[config.mk]
export PLATFORM = sky130hd
export DESIGN_NAME = regfile_sb_flat
export DESIGN_NICKNAME = d
export VERILOG_FILES = /design/src/rtl/regfile_sb_if.sv /design/src/rtl/regfile_sb.sv /design/src/flat_wrapper.sv
export SDC_FILE = /design/constraint.sdc
export NUM_CORES = 1
export LEC_CHECK = 0
export ABC_AREA = 0
export CAP_MARGIN = 20
export CORE_AREA = 2 2 199 220
export CTS_CLUSTER_SIZE = 25
export DETAILED_ROUTE_END_ITERATION = 7
export DIE_AREA = 0 0 201 222
export PLACE_DENSITY = 0.64
export SETUP_SLACK_MARGIN = 0.2
export SLEW_MARGIN = 20
export SYNTH_ARGS = -nofsm -noshare
export SYNTH_HDL_FRONTEND = slang
export SYNTH_SLANG_ARGS = --single-unit
[constraint.sdc]
create_clock -name clk -period 11.2 [get_ports clk]
set_input_delay 2.8 -clock clk [delete_from_list [all_inputs] [get_ports clk]]
set_output_delay 2.8 -clock clk [all_outputs]
set_load 0.005 [all_outputs]
[src/rtl/regfile_sb_if.sv]
// regfile_sb_if: decode-side read, writeback and issue signals of the scoreboarded register file.
interface regfile_sb_if #(
    parameter int WIDTH        = 16,
    parameter int ADDRESSWIDTH = 4
);
    logic [ADDRESSWIDTH-1:0] ra1, ra2;
    logic [WIDTH-1:0]        PC;
    logic [WIDTH-1:0]        rd1, rd2;
    logic                    we3, we4;
    logic [ADDRESSWIDTH-1:0] wa3, wa4;
    logic [WIDTH-1:0]        wd3, wd4;
    logic                    issue_valid, issue_dst_en, issue_use1, issue_use2;
    logic [ADDRESSWIDTH-1:0] issue_dst;
    logic                    stall;
    logic [ADDRESSWIDTH:0]   busy_count;

    modport master (
        output ra1, ra2, PC, we3, wa3, wd3, we4, wa4, wd4,
               issue_valid, issue_dst_en, issue_dst, issue_use1, issue_use2,
        input  rd1, rd2, stall, busy_count
    );
    modport slave (
        input  ra1, ra2, PC, we3, wa3, wd3, we4, wa4, wd4,
               issue_valid, issue_dst_en, issue_dst, issue_use1, issue_use2,
        output rd1, rd2, stall, busy_count
    );
endinterface

[src/rtl/regfile_sb.sv]
// regfile_sb: two-write/two-read register file with write bypass, PC alias on the top index
// and a busy-bit scoreboard that stalls decode on RAW/WAW hazards.
module regfile_sb #(
    parameter int WIDTH        = 16,
    parameter int REGNUM       = 16,
    parameter int ADDRESSWIDTH = 4,
    parameter int PCREG        = REGNUM - 1
) (
    input  logic        clk,
    input  logic        rst_n,
    regfile_sb_if.slave bus
);
    localparam logic [ADDRESSWIDTH-1:0] pc_addr = ADDRESSWIDTH'(PCREG);

    logic [WIDTH-1:0]      rf_q [REGNUM];
    logic [REGNUM-1:0]     busy_q, busy_d, clr, ebusy, set;
    logic [ADDRESSWIDTH:0] busy_count_q, busy_count_d;

    always_comb begin
        clr = '0;
        for (int i = 0; i < REGNUM; i++)
            clr[i] = (bus.we3 && bus.wa3 == ADDRESSWIDTH'(i)) || (bus.we4 && bus.wa4 == ADDRESSWIDTH'(i));
        ebusy = busy_q & ~clr;
        ebusy[PCREG] = 1'b0;
    end

    assign bus.stall = bus.issue_valid && ((bus.issue_use1 && ebusy[bus.ra1]) ||
                                           (bus.issue_use2 && ebusy[bus.ra2]) ||
                                           (bus.issue_dst_en && ebusy[bus.issue_dst]));

    // A new producer issued on the same edge as the old one's writeback keeps the bit set.
    always_comb begin
        set = '0;
        for (int i = 0; i < REGNUM; i++)
            set[i] = bus.issue_valid && bus.issue_dst_en && !bus.stall &&
                     bus.issue_dst == ADDRESSWIDTH'(i) && i != PCREG;
        busy_d = (busy_q & ~clr) | set;
        busy_count_d = '0;
        for (int i = 0; i < REGNUM; i++)
            busy_count_d = busy_count_d + (ADDRESSWIDTH+1)'(busy_d[i]);
    end

    assign bus.rd1 = bus.ra1 == pc_addr                   ? bus.PC  :
                     (bus.we4 && bus.wa4 == bus.ra1)       ? bus.wd4 :
                     (bus.we3 && bus.wa3 == bus.ra1)       ? bus.wd3 : rf_q[bus.ra1];
    assign bus.rd2 = bus.ra2 == pc_addr                   ? bus.PC  :
                     (bus.we4 && bus.wa4 == bus.ra2)       ? bus.wd4 :
                     (bus.we3 && bus.wa3 == bus.ra2)       ? bus.wd3 : rf_q[bus.ra2];
    assign bus.busy_count = busy_count_q;

    always_ff @(posedge clk or negedge rst_n) begin
        if (!rst_n) begin
            for (int i = 0; i < REGNUM; i++) rf_q[i] <= '0;
            busy_q       <= '0;
            busy_count_q <= '0;
        end else begin
            if (bus.we3 && bus.wa3 != pc_addr) rf_q[bus.wa3] <= bus.wd3;
            if (bus.we4 && bus.wa4 != pc_addr) rf_q[bus.wa4] <= bus.wd4;
            busy_q       <= busy_d;
            busy_count_q <= busy_count_d;
        end
    end
endmodule

[src/flat_wrapper.sv]
// flat-port wrapper written by rule: the top's interface ports become plain ports
module regfile_sb_flat 
#(
    parameter int WIDTH        = 16,
    parameter int REGNUM       = 16,
    parameter int ADDRESSWIDTH = 4,
    parameter int PCREG        = REGNUM - 1
)
  (clk, rst_n, bus_ra1, bus_ra2, bus_PC, bus_we3, bus_wa3, bus_wd3, bus_we4, bus_wa4, bus_wd4, bus_issue_valid, bus_issue_dst_en, bus_issue_dst, bus_issue_use1, bus_issue_use2, bus_rd1, bus_rd2, bus_stall, bus_busy_count);
  regfile_sb_if #(.WIDTH(WIDTH), .ADDRESSWIDTH(ADDRESSWIDTH)) bus_i ();
  input  logic clk;
  input  logic rst_n;
  input wire logic [$bits(bus_i.ra1)-1:0] bus_ra1;
  input wire logic [$bits(bus_i.ra2)-1:0] bus_ra2;
  input wire logic [$bits(bus_i.PC)-1:0] bus_PC;
  input wire logic [$bits(bus_i.we3)-1:0] bus_we3;
  input wire logic [$bits(bus_i.wa3)-1:0] bus_wa3;
  input wire logic [$bits(bus_i.wd3)-1:0] bus_wd3;
  input wire logic [$bits(bus_i.we4)-1:0] bus_we4;
  input wire logic [$bits(bus_i.wa4)-1:0] bus_wa4;
  input wire logic [$bits(bus_i.wd4)-1:0] bus_wd4;
  input wire logic [$bits(bus_i.issue_valid)-1:0] bus_issue_valid;
  input wire logic [$bits(bus_i.issue_dst_en)-1:0] bus_issue_dst_en;
  input wire logic [$bits(bus_i.issue_dst)-1:0] bus_issue_dst;
  input wire logic [$bits(bus_i.issue_use1)-1:0] bus_issue_use1;
  input wire logic [$bits(bus_i.issue_use2)-1:0] bus_issue_use2;
  output wire logic [$bits(bus_i.rd1)-1:0] bus_rd1;
  output wire logic [$bits(bus_i.rd2)-1:0] bus_rd2;
  output wire logic [$bits(bus_i.stall)-1:0] bus_stall;
  output wire logic [$bits(bus_i.busy_count)-1:0] bus_busy_count;
  assign bus_i.ra1 = bus_ra1;
  assign bus_i.ra2 = bus_ra2;
  assign bus_i.PC = bus_PC;
  assign bus_i.we3 = bus_we3;
  assign bus_i.wa3 = bus_wa3;
  assign bus_i.wd3 = bus_wd3;
  assign bus_i.we4 = bus_we4;
  assign bus_i.wa4 = bus_wa4;
  assign bus_i.wd4 = bus_wd4;
  assign bus_i.issue_valid = bus_issue_valid;
  assign bus_i.issue_dst_en = bus_issue_dst_en;
  assign bus_i.issue_dst = bus_issue_dst;
  assign bus_i.issue_use1 = bus_issue_use1;
  assign bus_i.issue_use2 = bus_issue_use2;
  assign bus_rd1 = bus_i.rd1;
  assign bus_rd2 = bus_i.rd2;
  assign bus_stall = bus_i.stall;
  assign bus_busy_count = bus_i.busy_count;
  regfile_sb #(.WIDTH(WIDTH), .REGNUM(REGNUM), .ADDRESSWIDTH(ADDRESSWIDTH), .PCREG(PCREG)) u_core (.clk(clk), .rst_n(rst_n), .bus(bus_i));
endmodule
==> results.ini <==
[run_status]
status = complete, no violations

[sta]
fin_hold_ws_ns = 0.393
drv_slew = 0
setup_tns_ns = 0
period_minus_slack_ns = 9.29
fin_worst_skew_ns = 0.00714
clock.fmax_mhz = 108
post-route-period-util_pct = 83.0
rsz0062_at_grt = no
relSlewSlack_pct = 25.4
setup_viol = 0
hold_viol_final = 0
worst_pin_slew_ns = 1.12
setup_ws_ns = 1.91

[place]
dp_slack_ns = 1.62
dp_hpwl_mm = 40.5
io_buffers = 113
place_area_mm2 = 0.0201
routabilityCongestion = 0.963
dp_cells = 2323

[clock_network]
hold_buffers = 0
tritoncts = done
htree_levels = 2
clockBufferDepth = 3
numCtsBuffers = 34
cts_setup_buffers = 0
cts_resized = 0
clk_pin_slew_ns = 0.06
cts-root-buf = clkbuf_16
insertion_delay_ns = 0.53
clock_sinks = 277

[logic_synthesis]
synth_area_mm2 = 0.0188
synth-edff-count = 0
async_flop_share_pct = 100
synth_top_area_share_pct = 36.8
syn-instance-count = 1827
synthTopCellsByArea = dfrtp_1, mux4_2, mux2i_1, o21ai_0, a21oi_1
ys.flop_type = dfrtp_1
seq_area_frac_synth_pct = 36.8
yosys.area.top_type = dfrtp_1
yosysWarnings = 0
ys_ff_latch = 277
synth_area_per_cell_um2 = 10.3
yosysUniqueCellTypes = 64
synthesis.nets = 1918

[worst_hold_path]
min_from = u_core.rf_q[1]
hp-class = reg -> reg

[power_and_ir_drop]
power.share.combinational_pct = 29.5
switching_share_pct = 30.9
pwr-share-seq_pct = 39.2
p_int_mw = 2.51
switching_power_mw = 1.12
power.clock.fraction_pct = 31.3
leakagePower_nw = 8.86
powerDensity_mw_per_mm2 = 170
ir_drop_uv = 81.2
p_total_mw = 3.63

[setup_path]
crit_fanout = 18
rrSetupSlack_ns = 5.41
crit_path_end_kind = primary output
setup.worst_path.start = bus_wa3[0]
r2r_start = u_core.busy_q[3]
worstPathArrival_ns = 6.49
required_ns = 8.40
critPathLaunchType = input pin
worstSetupPathType = in -> out

[die]
core_mm2 = 0.0422
pin_count = 114
fp.dieH_um = 222
start_util_pct = 44.6
row_count = 79
die_area_mm2 = 0.0446
die_w_um = 201

[finish]
layout_common_cells = dfrtp_1, mux2i_1, nand2_1
fin_area_mm2 = 0.0213
final_util_pct = 50.4
fill_cells = 3768
final_common_cell = dfrtp_1
stdcell_count = 2386
synthToLayoutAreaGrowth_pct = 13.0
nets = 1883
final_layout_size_suffix_gt1_share_pct = 16.8

[global_route]
grt_busiest_layer = met2
grt_use_met2_pct = 46.0
grt_start_max_net_pins = 160
overflow = 0
grt_pass1_wl_mm = 96.2
met1_usage_pct = 39.1
first_global_vias = 14700
grtUsageTotal_pct = 28.9
antenna_found_initial = 6
gr-usage-met3_pct = 4.73

[detailed_routing]
drcViolationCount = 0
ant_nets = 0
avgRoutedWirePerCell_um = 27.0
drt_wl_total_mm = 64.4
viasPerCell = 6.26
vias = 14900
drt_iter0_drc = 1586
first_pass_iters = 6

[run]
maxCapViolCount = 0

synthesized netlist by cell type (6+ instances only):
cell	n
a21oi_1	152
buf_1	18
buf_2	34
buf_4	6
clkbuf_1	165
dfrtp_1	277
fa_1	10
inv_1	12
mux2i_1	274
mux4_2	161
nand2_1	187
nand2b_1	8
nand3_1	13
nand4_1	7
nor2_1	175
nor2b_1	7
nor3_1	11
o211ai_1	18
o21a_1	8
o21ai_0	172
o21ai_1	9
o21bai_1	6
or2_2	6
xor2_1	13
worst max-delay path: stages:
cell	delay, ns
clkdlybuf4s50_1	0.62
nor2b_1	0.28
nand2_2	0.64
nand3_1	0.30
a221o_1	0.41
a2111o_1	0.64
o21ai_1	0.17
o21a_1	0.12
clkdlybuf4s50_1	0.50
cell families (layout without fill, tap and decap cells):
kind of cell / Yosys count / count (layout) / share of synthesized area [%]
AND/OR/NAND/NOR: 448 / 448 / 10.2
multiplexers: 435 / 435 / 33.8
AO/OA/AOI/OAI: 395 / 395 / 11.7
flip-flops: 277 / 277 / 36.8
buffers and inverters: 239 / 228 / 5.27
XOR/XNOR: 18 / 18 / 0.837
adder cells (fa/ha/maj): 15 / 15 / 1.39
other: 0 / 3 / 0
power by group through the flow:
stage | clock [mW] | combinational, mW | sequential, mW
final | 1.13 | 1.07 | 1.42
after global routing | 1.19 | 1.16 | 1.45
after CTS | 1.15 | 1.07 | 1.41
after detailed placement | 0 | 1.07 | 1.43
after global placement | 0 | 1.05 | 1.41
after floorplan | 0 | 0.747 | 1.36
final timing paths:
kind	endpoint	depth (start not counted)
max in group asynchronous	u_core.rf_q[68]	2
min in group asynchronous	u_core.rf_q[56]	1
setup / recovery	bus_stall	9
hold reg to reg	u_core.rf_q[1]	0
setup reg to reg	u_core.bus.busy_count[4]	19
hold / removal	u_core.rf_q[1]	0
state kept, by name, indices dropped and copies added (netlist names):
name                   count
u_core.rf_q              256
u_core.busy_q             16
u_core.bus.busy_count      5
layer usage:
| layer | routed length, um | part of all wire [%] |
|---|---|---|
| met5 | 46 | 0.071 |
| met4 | 2790 | 4.3 |
| met3 | 5040 | 7.8 |
| met2 | 30300 | 47 |
| met1 | 26300 | 41 |
cell type report:
class | instances | area, um^2 | share of cell area [%]
Antenna cell | 3 | 7.51 | 0.0353
Inverter | 12 | 45.0 | 0.212
Sequential cell | 277 | 6930 | 32.6
Clock buffer | 50 | 1030 | 4.86
Tap cell | 567 | 709 | 3.33
Multi-Input combinational cell | 1311 | 11000 | 51.6
Timing Repair Buffer | 156 | 1460 | 6.85
Clock inverter | 10 | 106 | 0.500
(Power assumes the default switching activity.)
